## src/rtl/fnd_pkg.sv

```systemverilog
// Shared definitions for the multiplexed 7-segment display controller:
// register indices, control-bit layout, converter states and the glyph table.
package fnd_pkg;

  localparam logic [2:0] REG_FCR = 3'd0;
  localparam logic [2:0] REG_FDR = 3'd1;
  localparam logic [2:0] REG_FPR = 3'd2;
  localparam logic [2:0] REG_FBR = 3'd3;
  localparam logic [2:0] REG_FSR = 3'd4;

  localparam int FCR_EN    = 0;
  localparam int FCR_HEX   = 1;
  localparam int FCR_BLINK = 2;

  typedef struct packed {
    logic blink;
    logic hex;
    logic en;
  } fcr_t;

  typedef enum logic {
    CONV_IDLE = 1'b0,
    CONV_RUN  = 1'b1
  } conv_state_e;

  // Active-low segments {dp, g, f, e, d, c, b, a}; dp is left off here.
  function automatic logic [7:0] seg_glyph(input logic [3:0] nib);
    logic [7:0] g;
    case (nib)
      4'h0: g = 8'hC0;
      4'h1: g = 8'hF9;
      4'h2: g = 8'hA4;
      4'h3: g = 8'hB0;
      4'h4: g = 8'h99;
      4'h5: g = 8'h92;
      4'h6: g = 8'h82;
      4'h7: g = 8'hF8;
      4'h8: g = 8'h80;
      4'h9: g = 8'h90;
      4'hA: g = 8'h88;
      4'hB: g = 8'h83;
      4'hC: g = 8'hC6;
      4'hD: g = 8'hA1;
      4'hE: g = 8'h86;
      default: g = 8'h8E;
    endcase
    return g;
  endfunction

endpackage

```

## src/rtl/fnd_bin2bcd_seq.sv

```systemverilog
// Serial double-dabble converter: one input bit per cycle, DATA_W cycles per
// conversion, result truncated to NUM_DIGITS digits with a carry-out flag.
module fnd_bin2bcd_seq
  import fnd_pkg::*;
#(
  parameter int DATA_W     = 14,
  parameter int NUM_DIGITS = 4
) (
  input  logic                    PCLK,
  input  logic                    PRESET,
  input  logic                    start,
  input  logic [DATA_W-1:0]       value,
  output logic                    busy,
  output logic                    done,
  output logic [4*NUM_DIGITS-1:0] bcd,
  output logic                    ovf
);

  localparam int BCD_W = 4 * NUM_DIGITS;
  localparam int CNT_W = $clog2(DATA_W + 1);

  conv_state_e       state_q, state_d;
  logic [CNT_W-1:0]  cnt_q;
  logic [DATA_W-1:0] sh_q;
  logic [BCD_W-1:0]  acc_q;
  logic [BCD_W-1:0]  acc_adj;
  logic [BCD_W-1:0]  acc_next;
  logic              ovf_acc_q;
  logic              carry;
  logic              last;

  always_comb begin
    // NOTE: every always_comb output gets a default first so no latch is inferred.
    acc_adj = acc_q;
    for (int i = 0; i < NUM_DIGITS; i++) begin
      if (acc_q[4*i +: 4] >= 4'd5) acc_adj[4*i +: 4] = acc_q[4*i +: 4] + 4'd3;
    end
    acc_next = {acc_adj[BCD_W-2:0], sh_q[DATA_W-1]};
    carry    = acc_adj[BCD_W-1];
    last     = (state_q == CONV_RUN) && (cnt_q == CNT_W'(1));
  end

  always_ff @(posedge PCLK) begin
    // NOTE: sequential state uses <= so every flop samples its pre-edge inputs.
    if (PRESET) state_q <= CONV_IDLE;
    else        state_q <= state_d;
  end

  always_comb begin
    state_d = state_q;
    if (start)     state_d = CONV_RUN;
    else if (last) state_d = CONV_IDLE;
  end

  always_comb begin
    busy = (state_q == CONV_RUN);
  end

  // A start while running simply reloads, discarding the partial result.
  always_ff @(posedge PCLK) begin
    if (PRESET) begin
      cnt_q     <= '0;
      sh_q      <= '0;
      acc_q     <= '0;
      ovf_acc_q <= 1'b0;
      done      <= 1'b0;
      bcd       <= '0;
      ovf       <= 1'b0;
    end else begin
      done <= 1'b0;
      if (start) begin
        sh_q      <= value;
        acc_q     <= '0;
        ovf_acc_q <= 1'b0;
        cnt_q     <= CNT_W'(DATA_W);
      end else if (busy) begin
        sh_q      <= sh_q << 1;
        acc_q     <= acc_next;
        ovf_acc_q <= ovf_acc_q | carry;
        cnt_q     <= cnt_q - CNT_W'(1);
        if (last) begin
          done <= 1'b1;
          bcd  <= acc_next;
          ovf  <= ovf_acc_q | carry;
        end
      end
    end
  end

endmodule

```

## src/rtl/apb_fnd_scan_ctrl.sv

```systemverilog
// APB slave scanning an N-digit multiplexed 7-segment display, with decimal
// (serial BCD) or hex display, per-digit decimal points and blinking.
module apb_fnd_scan_ctrl
  import fnd_pkg::*;
#(
  parameter int NUM_DIGITS = 4,
  parameter int DATA_W     = 14,
  parameter int SCAN_DIV   = 50000,
  parameter int BLINK_DIV  = 250
) (
  input  logic                  PCLK,
  input  logic                  PRESET,
  input  logic [4:0]            PADDR,
  input  logic                  PSEL,
  input  logic                  PENABLE,
  input  logic                  PWRITE,
  input  logic [31:0]           PWDATA,
  output logic [31:0]           PRDATA,
  output logic                  PREADY,
  output logic [NUM_DIGITS-1:0] FND_comm,
  output logic [7:0]            FND_font
);

  localparam int IDX_W = $clog2(NUM_DIGITS);
  localparam int PRE_W = (SCAN_DIV > 1) ? $clog2(SCAN_DIV) : 1;
  localparam int BLK_W = (BLINK_DIV > 1) ? $clog2(BLINK_DIV) : 1;
  localparam int BCD_W = 4 * NUM_DIGITS;

  fcr_t                  fcr_q;
  logic [31:0]           fdr_q;
  logic [NUM_DIGITS-1:0] fpr_q;
  logic [NUM_DIGITS-1:0] fbr_q;
  logic [BCD_W-1:0]      digit_q;
  logic                  ovf_q;

  logic [2:0]            reg_sel;
  logic                  access;
  logic                  wr_en;
  logic [31:0]           rd_mux;
  logic                  unused_addr;

  logic                  conv_start;
  logic [DATA_W-1:0]     conv_value;
  logic                  conv_busy;
  logic                  conv_done;
  logic [BCD_W-1:0]      conv_bcd;
  logic                  conv_ovf;
  logic                  hex_ovf;

  logic [PRE_W-1:0]      pre_q;
  logic [IDX_W-1:0]      idx_q;
  logic [BLK_W-1:0]      blk_q;
  logic                  phase_q;
  logic                  tick;

  logic [3:0]            cur_digit;
  logic [7:0]            glyph;
  logic                  blank;
  logic [7:0]            font_d;
  logic [NUM_DIGITS-1:0] comm_d;

  assign reg_sel     = PADDR[4:2];
  assign unused_addr = ^PADDR[1:0];
  assign access      = PSEL & PENABLE;
  assign wr_en       = PREADY & access & PWRITE;

  always_comb begin
    rd_mux = '0;
    case (reg_sel)
      REG_FCR: rd_mux = 32'(fcr_q);
      REG_FDR: rd_mux = fdr_q;
      REG_FPR: rd_mux = 32'(fpr_q);
      REG_FBR: rd_mux = 32'(fbr_q);
      REG_FSR: rd_mux = {30'd0, ovf_q, conv_busy};
      default: rd_mux = '0;
    endcase
  end

  // One wait state: PREADY rises the cycle after the access phase starts and
  // drops on its own the cycle after that.
  always_ff @(posedge PCLK) begin
    if (PRESET) begin
      PREADY <= 1'b0;
      PRDATA <= '0;
    end else begin
      PREADY <= access & ~PREADY;
      PRDATA <= (access & ~PREADY & ~PWRITE) ? rd_mux : '0;
    end
  end

  always_ff @(posedge PCLK) begin
    if (PRESET) begin
      fcr_q <= '0;
      fdr_q <= '0;
      fpr_q <= '0;
      fbr_q <= '0;
    end else if (wr_en) begin
      case (reg_sel)
        REG_FCR: fcr_q <= fcr_t'(PWDATA[2:0]);
        REG_FDR: fdr_q <= PWDATA;
        REG_FPR: fpr_q <= PWDATA[NUM_DIGITS-1:0];
        REG_FBR: fbr_q <= PWDATA[NUM_DIGITS-1:0];
        default: ;
      endcase
    end
  end

  // The converter sees the value being written, not the stale register.
  always_comb begin
    conv_start = wr_en && (((reg_sel == REG_FDR) && !fcr_q.hex) ||
                           ((reg_sel == REG_FCR) && !PWDATA[FCR_HEX]));
    conv_value = (reg_sel == REG_FDR) ? PWDATA[DATA_W-1:0] : fdr_q[DATA_W-1:0];
    hex_ovf    = |(fdr_q >> BCD_W);
  end

  fnd_bin2bcd_seq #(
    .DATA_W     (DATA_W),
    .NUM_DIGITS (NUM_DIGITS)
  ) u_conv (
    .PCLK   (PCLK),
    .PRESET (PRESET),
    .start  (conv_start),
    .value  (conv_value),
    .busy   (conv_busy),
    .done   (conv_done),
    .bcd    (conv_bcd),
    .ovf    (conv_ovf)
  );

  // NOTE: the digit latch is a handful of flops, not a RAM, so it is reset like any register.
  always_ff @(posedge PCLK) begin
    if (PRESET) begin
      digit_q <= '0;
      ovf_q   <= 1'b0;
    end else if (fcr_q.hex) begin
      digit_q <= fdr_q[BCD_W-1:0];
      ovf_q   <= hex_ovf;
    end else if (conv_done) begin
      digit_q <= conv_bcd;
      ovf_q   <= conv_ovf;
    end
  end

  assign tick = (pre_q == PRE_W'(SCAN_DIV - 1));

  always_ff @(posedge PCLK) begin
    if (PRESET) begin
      pre_q   <= '0;
      idx_q   <= '0;
      blk_q   <= '0;
      phase_q <= 1'b0;
    end else begin
      pre_q <= tick ? '0 : pre_q + PRE_W'(1);
      if (tick) begin
        idx_q <= (idx_q == IDX_W'(NUM_DIGITS - 1)) ? '0 : idx_q + IDX_W'(1);
        if (blk_q == BLK_W'(BLINK_DIV - 1)) begin
          blk_q   <= '0;
          phase_q <= ~phase_q;
        end else begin
          blk_q <= blk_q + BLK_W'(1);
        end
      end
    end
  end

  always_comb begin
    cur_digit = digit_q[4*idx_q +: 4];
    glyph     = seg_glyph(cur_digit);
    if (fpr_q[idx_q]) glyph[7] = 1'b0;
    blank  = !fcr_q.en || (fcr_q.blink && phase_q && fbr_q[idx_q]);
    font_d = blank ? 8'hFF : glyph;
    comm_d = fcr_q.en ? ~(NUM_DIGITS'(1) << idx_q) : '1;
  end

  always_ff @(posedge PCLK) begin
    if (PRESET) begin
      FND_comm <= '1;
      FND_font <= 8'hFF;
    end else begin
      FND_comm <= comm_d;
      FND_font <= font_d;
    end
  end

endmodule

```

## config.mk

```make
export PLATFORM = sky130hd
export DESIGN_NAME = apb_fnd_scan_ctrl
export DESIGN_NICKNAME = d
export VERILOG_FILES = /design/src/rtl/fnd_pkg.sv /design/src/rtl/fnd_bin2bcd_seq.sv /design/src/rtl/apb_fnd_scan_ctrl.sv
export SDC_FILE = /design/constraint.sdc
export NUM_CORES = 1
export LEC_CHECK = 0
export ABC_AREA = 1
export ABC_CLOCK_PERIOD_IN_PS = 1600
export CORE_ASPECT_RATIO = 0.75
export CORE_MARGIN = 2
export CORE_UTILIZATION = 40
export DETAILED_ROUTE_END_ITERATION = 16
export PLACE_DENSITY = 0.64
export SLEW_MARGIN = 10
export SYNTH_ARGS = -nofsm -noshare
export SYNTH_HDL_FRONTEND = slang
export SYNTH_SLANG_ARGS = --single-unit
```

## constraint.sdc

```tcl
create_clock -name PCLK -period 1.6 [get_ports PCLK]
set_input_delay 0.32 -clock PCLK [delete_from_list [all_inputs] [get_ports PCLK]]
set_output_delay 0.32 -clock PCLK [all_outputs]
set_load 0.05 [all_outputs]
```

==> flow_results.xml <==
<?xml version="1.0" encoding="UTF-8"?>
<metrics>
  <group name="placed_design">
    <metric name="gp_congestion" unit="">0.866</metric>
    <metric name="buffer_ports.inserted" unit="">84</metric>
    <metric name="preCtsSetupSlack" unit="ns">-0.375</metric>
    <metric name="place_hpwl" unit="um">15800</metric>
    <metric name="dpl_cells" unit="">1514</metric>
  </group>
  <group name="layout">
    <metric name="regArea" unit="mm^2">0.00373</metric>
    <metric name="post-route-util" unit="%">52.0</metric>
    <metric name="layout-drive-gt1-share" unit="%">15.7</metric>
    <metric name="stdcell_count" unit="">1547</metric>
    <metric name="area_occupied_by_multi_input_gates" unit="mm^2">0.00379</metric>
    <metric name="synthToLayoutAreaGrowth" unit="%">28.4</metric>
    <metric name="design.final.nets" unit="">1342</metric>
    <metric name="num-fill-cells" unit="">1912</metric>
    <metric name="antenna_cells" unit="">0</metric>
  </group>
  <group name="clock_network">
    <metric name="clkSlewWorstSetupHoldPaths" unit="ns">0.06</metric>
    <metric name="clock_insertion_delay_worst_skew" unit="ns">0.44</metric>
    <metric name="cts-root-buf" unit="">sky130_fd_sc_hd__clkbuf_16</metric>
    <metric name="cts.sinks" unit="">186</metric>
    <metric name="tritoncts" unit="">built</metric>
    <metric name="cts_made_buffers" unit="">17</metric>
    <metric name="cts-htree-levels" unit="">4</metric>
    <metric name="clock_path_buffers" unit="">2</metric>
  </group>
  <group name="synth">
    <metric name="yosys.area_share.adder" unit="%">3.52</metric>
    <metric name="synth_cells" unit="">1135</metric>
    <metric name="synth_cell_types" unit="">38</metric>
    <metric name="synth_xor_xnor_area_share" unit="%">1.50</metric>
    <metric name="synth_seq_area_share" unit="%">45.6</metric>
    <metric name="synth_async_sr_flop_share" unit="%">0</metric>
    <metric name="synth_top_flop_cell" unit="">sky130_fd_sc_hd__dfxtp_1</metric>
    <metric name="syn-num-nets" unit="">1200</metric>
    <metric name="combinational_family_with_the_most_area_after_synthesis" unit="">simple AND/OR/NAND/NOR gates</metric>
    <metric name="synth_area_per_cell" unit="um^2">7.20</metric>
    <metric name="synth.area.top_cells" unit="">sky130_fd_sc_hd__dfxtp_1 46%, sky130_fd_sc_hd__nand2_1 12%, sky130_fd_sc_hd__nor2_1 7.2%</metric>
    <metric name="synth.yosys.warnings" unit="">0</metric>
    <metric name="complex_gate_fraction_of_the_synthesized_area" unit="%">13.0</metric>
    <metric name="synth.top_cell.area_share" unit="%">45.6</metric>
    <metric name="yosys.area_share.simple" unit="%">27.6</metric>
    <metric name="count_of_flip_flops_with_a_built_in_enable_after_synthesis" unit="">0</metric>
    <metric name="yosys.area.top_type" unit="">sky130_fd_sc_hd__dfxtp_1</metric>
    <metric name="number_of_synthesized_register_bits" unit="">186</metric>
    <metric name="post_synth_mux_area_share" unit="%">0</metric>
    <metric name="synthesis.area" unit="mm^2">0.00817</metric>
  </group>
  <group name="detailed_routing">
    <metric name="routed_antenna_nets" unit="">0</metric>
    <metric name="route.detailed.drc" unit="">0</metric>
    <metric name="dr_iter_0_viols" unit="">571</metric>
    <metric name="drt_first_pass_iters" unit="">5</metric>
    <metric name="route.vias.total" unit="">7593</metric>
    <metric name="routed_wirelength" unit="um">21600</metric>
    <metric name="viasPerCell" unit="">4.91</metric>
    <metric name="wire_per_inst" unit="um">14.0</metric>
  </group>
  <group name="die">
    <metric name="initial_utilization" unit="%">40.5</metric>
    <metric name="die_x" unit="um">169</metric>
    <metric name="die_area" unit="mm^2">0.0216</metric>
    <metric name="number_of_placed_i_o_pins" unit="">87</metric>
    <metric name="row_count" unit="">45</metric>
    <metric name="core-area" unit="mm^2">0.0202</metric>
    <metric name="fp.dieH" unit="um">128</metric>
  </group>
  <group name="sta">
    <metric name="max_clock_freq" unit="GHz">0.648</metric>
    <metric name="fin_ws" unit="ns">0.0564</metric>
    <metric name="setup_violations" unit="">0</metric>
    <metric name="final.setup_skew" unit="ns">0.0159</metric>
    <metric name="layout_worst_path_cycle_share" unit="%">96.5</metric>
    <metric name="final_max_slew_viol_count" unit="">0</metric>
    <metric name="fin_hold_viols" unit="">0</metric>
    <metric name="period_needed" unit="ns">1.54</metric>
    <metric name="tightestPinTransition" unit="ns">0.430</metric>
    <metric name="slew_headroom" unit="%">71.3</metric>
  </group>
  <group name="power_and_ir_drop">
    <metric name="p_leak" unit="nW">4.46</metric>
    <metric name="p_per_area" unit="mW/mm^2">885</metric>
    <metric name="peakVddDrop" unit="uV">663</metric>
  </group>
  <group name="critical_path">
    <metric name="critical_path_arrival" unit="ns">1.87</metric>
    <metric name="start_kind" unit="">flop</metric>
    <metric name="endpoint_kind" unit="">flop</metric>
    <metric name="required" unit="ns">1.93</metric>
    <metric name="worst_reg2reg_path_length_in_cells" unit="">10</metric>
    <metric name="r2r_slack" unit="ns">0.06</metric>
    <metric name="r2r-end" unit="">FND_font[3]</metric>
    <metric name="crit_type" unit="">flop to flop</metric>
    <metric name="worst-path-max-fanout" unit="">5</metric>
    <metric name="launch_point_of_the_worst_reg_to_reg_path" unit="">idx_q[0]</metric>
  </group>
  <group name="grt">
    <metric name="globalRouteTotalUtil" unit="%">20.4</metric>
    <metric name="number_of_antenna_violations_at_the_first_check_in_global_routing" unit="">0</metric>
    <metric name="grt_first_pass_wirelength" unit="um">35300</metric>
    <metric name="grt.overflow.total" unit="">0</metric>
    <metric name="largest_net_degree_at_the_start_of_global_routing" unit="">36</metric>
    <metric name="vias_in_the_first_global_route" unit="">7057</metric>
  </group>
  <group name="hold_path">
    <metric name="hp-class" unit="">primary input to flop</metric>
    <metric name="hold_start" unit="">PWRITE</metric>
    <metric name="min_delay_worst_endpoint" unit="">PRDATA[3]</metric>
    <metric name="holdPathStages" unit="">4</metric>
  </group>
  <group name="flow_run">
    <metric name="max_cap_violations" unit="">0</metric>
  </group>
  <group name="run_status">
    <metric name="run_status" unit="">finished, final reports clean</metric>
  </group>
</metrics>
[final cells by class]
type | count | share of cell area [%]
timing repair buffer | 173 | 15.0
tap | 258 | 3.08
sequential | 186 | 35.6
multi-input combinational | 770 | 36.1
clock inverter | 11 | 1.28
clock buffer | 20 | 4.26
inverter | 129 | 4.64
[stage by stage]
stage	hold slack (ns)	setup TNS, ns	power (mW)	area [um^2]
global placement	0.429	-42.67	5.14	9800
CTS	0.448	0	9.35	10400
finish	0.238	0	9.28	10500
detailed placement	0.439	-44.18	5.14	9800
floorplan	0.418	-0.00917	4.90	8180
global route	0.271	-0.0383	9.59	10500
[cells in the mapped netlist, drive strengths merged, types with 12 or more instances]
master / count
a21oi: 76
buf: 21
clkbuf: 29
dfxtp: 186
ha: 23
inv: 127
nand2: 258
nand3: 58
nor2: 161
nor3: 46
o21ai: 92
o221ai: 17
xor2: 12
[worst max-delay path by stage]
stage | endpoint | slack (ns) | startpoint
after floorplan | FND_font[0] | -0.005 | idx_q[0]
after global placement | u_conv.bcd[0] | -0.38 | PADDR[2]
after detailed placement | u_conv.sh_q[2] | -0.38 | PADDR[2]
after CTS | FND_font[6] | 0.01 | idx_q[0]
after global routing | FND_font[2] | -0.03 | idx_q[0]
final | FND_font[3] | 0.06 | idx_q[0]
[logic make-up after synthesis]
family,count (synthesis)
adder cells (fa/ha/maj),23
XOR/XNOR,14
buffers and inverters,179
AND/OR/NAND/NOR,538
AO/OA/AOI/OAI,195
flip-flops,186
[flip-flops by register name (all words and copies together) (netlist names), 4 cells and up]
signal / count
FND_font: 8
u_conv.acc_q: 16
digit_q: 16
fbr_q: 4
u_conv.sh_q: 14
PRDATA: 32
fpr_q: 4
pre_q: 16
u_conv.bcd: 16
fdr_q: 32
blk_q: 8
FND_comm: 4
u_conv.cnt_q: 4
[critical path: stages, from the launching register on]
cell and delay, ns:
sky130_fd_sc_hd__dfxtp_4 0.39, sky130_fd_sc_hd__buf_6 0.14, sky130_fd_sc_hd__nand2_1 0.05, sky130_fd_sc_hd__nand3_1 0.12, sky130_fd_sc_hd__nand2_2 0.11, sky130_fd_sc_hd__buf_4 0.16, sky130_fd_sc_hd__ha_1 0.17, sky130_fd_sc_hd__nand2_1 0.10
sky130_fd_sc_hd__nand3_1 0.08, sky130_fd_sc_hd__nand2_1 0.07, sky130_fd_sc_hd__nand2_1 0.04
[cells in the final DEF (no fill, tap or decap), drive strengths merged]
master,count
nand2,258
dfxtp,186
nor2,161
buf,133
inv,132
o21ai,92
a21oi,76
nand3,58
nor3,46
clkdlybuf4s50,37
ha,23
clkbuf,21
o221ai,17
xor2,12
nand4,7
clkinv,5
nand3b,3
o211ai,3
o21a,3
or2,2
xnor2,2
nor4,2
bufinv,2
dlymetal6s2s,2
a31oi,1
a41oi,1
and3,1
a22oi,1
o31ai,1
clkinvlp,1
[power breakdown]
group / internal, mW / switching, mW / leakage [nW] / total (mW)
clock network: 2.36 / 1.88 / 0.282 / 4.24
logic: 0.195 / 0.195 / 2.67 / 0.391
registers: 4.64 / 0.00924 / 1.50 / 4.65
[routing by layer]
layer,share of wire [%],GRT usage [%]
met3,5.8,4.08
met5,0,0
met2,42,30.5
met4,1.2,5.78
met1,51,30.0
[what timing repair did]
| item | in CTS | in global routing |
|---|---|---|
| pin swaps | 1 | 8 |
| buffers inserted | 0 | 1 |
| hold buffers | 0 | 0 |
| gates resized for setup | 2 | 37 |
| endpoints found under the setup margin | 4 | 78 |
| cloned | 0 | 1 |
Note: power is estimated with default switching activity, not from simulation.
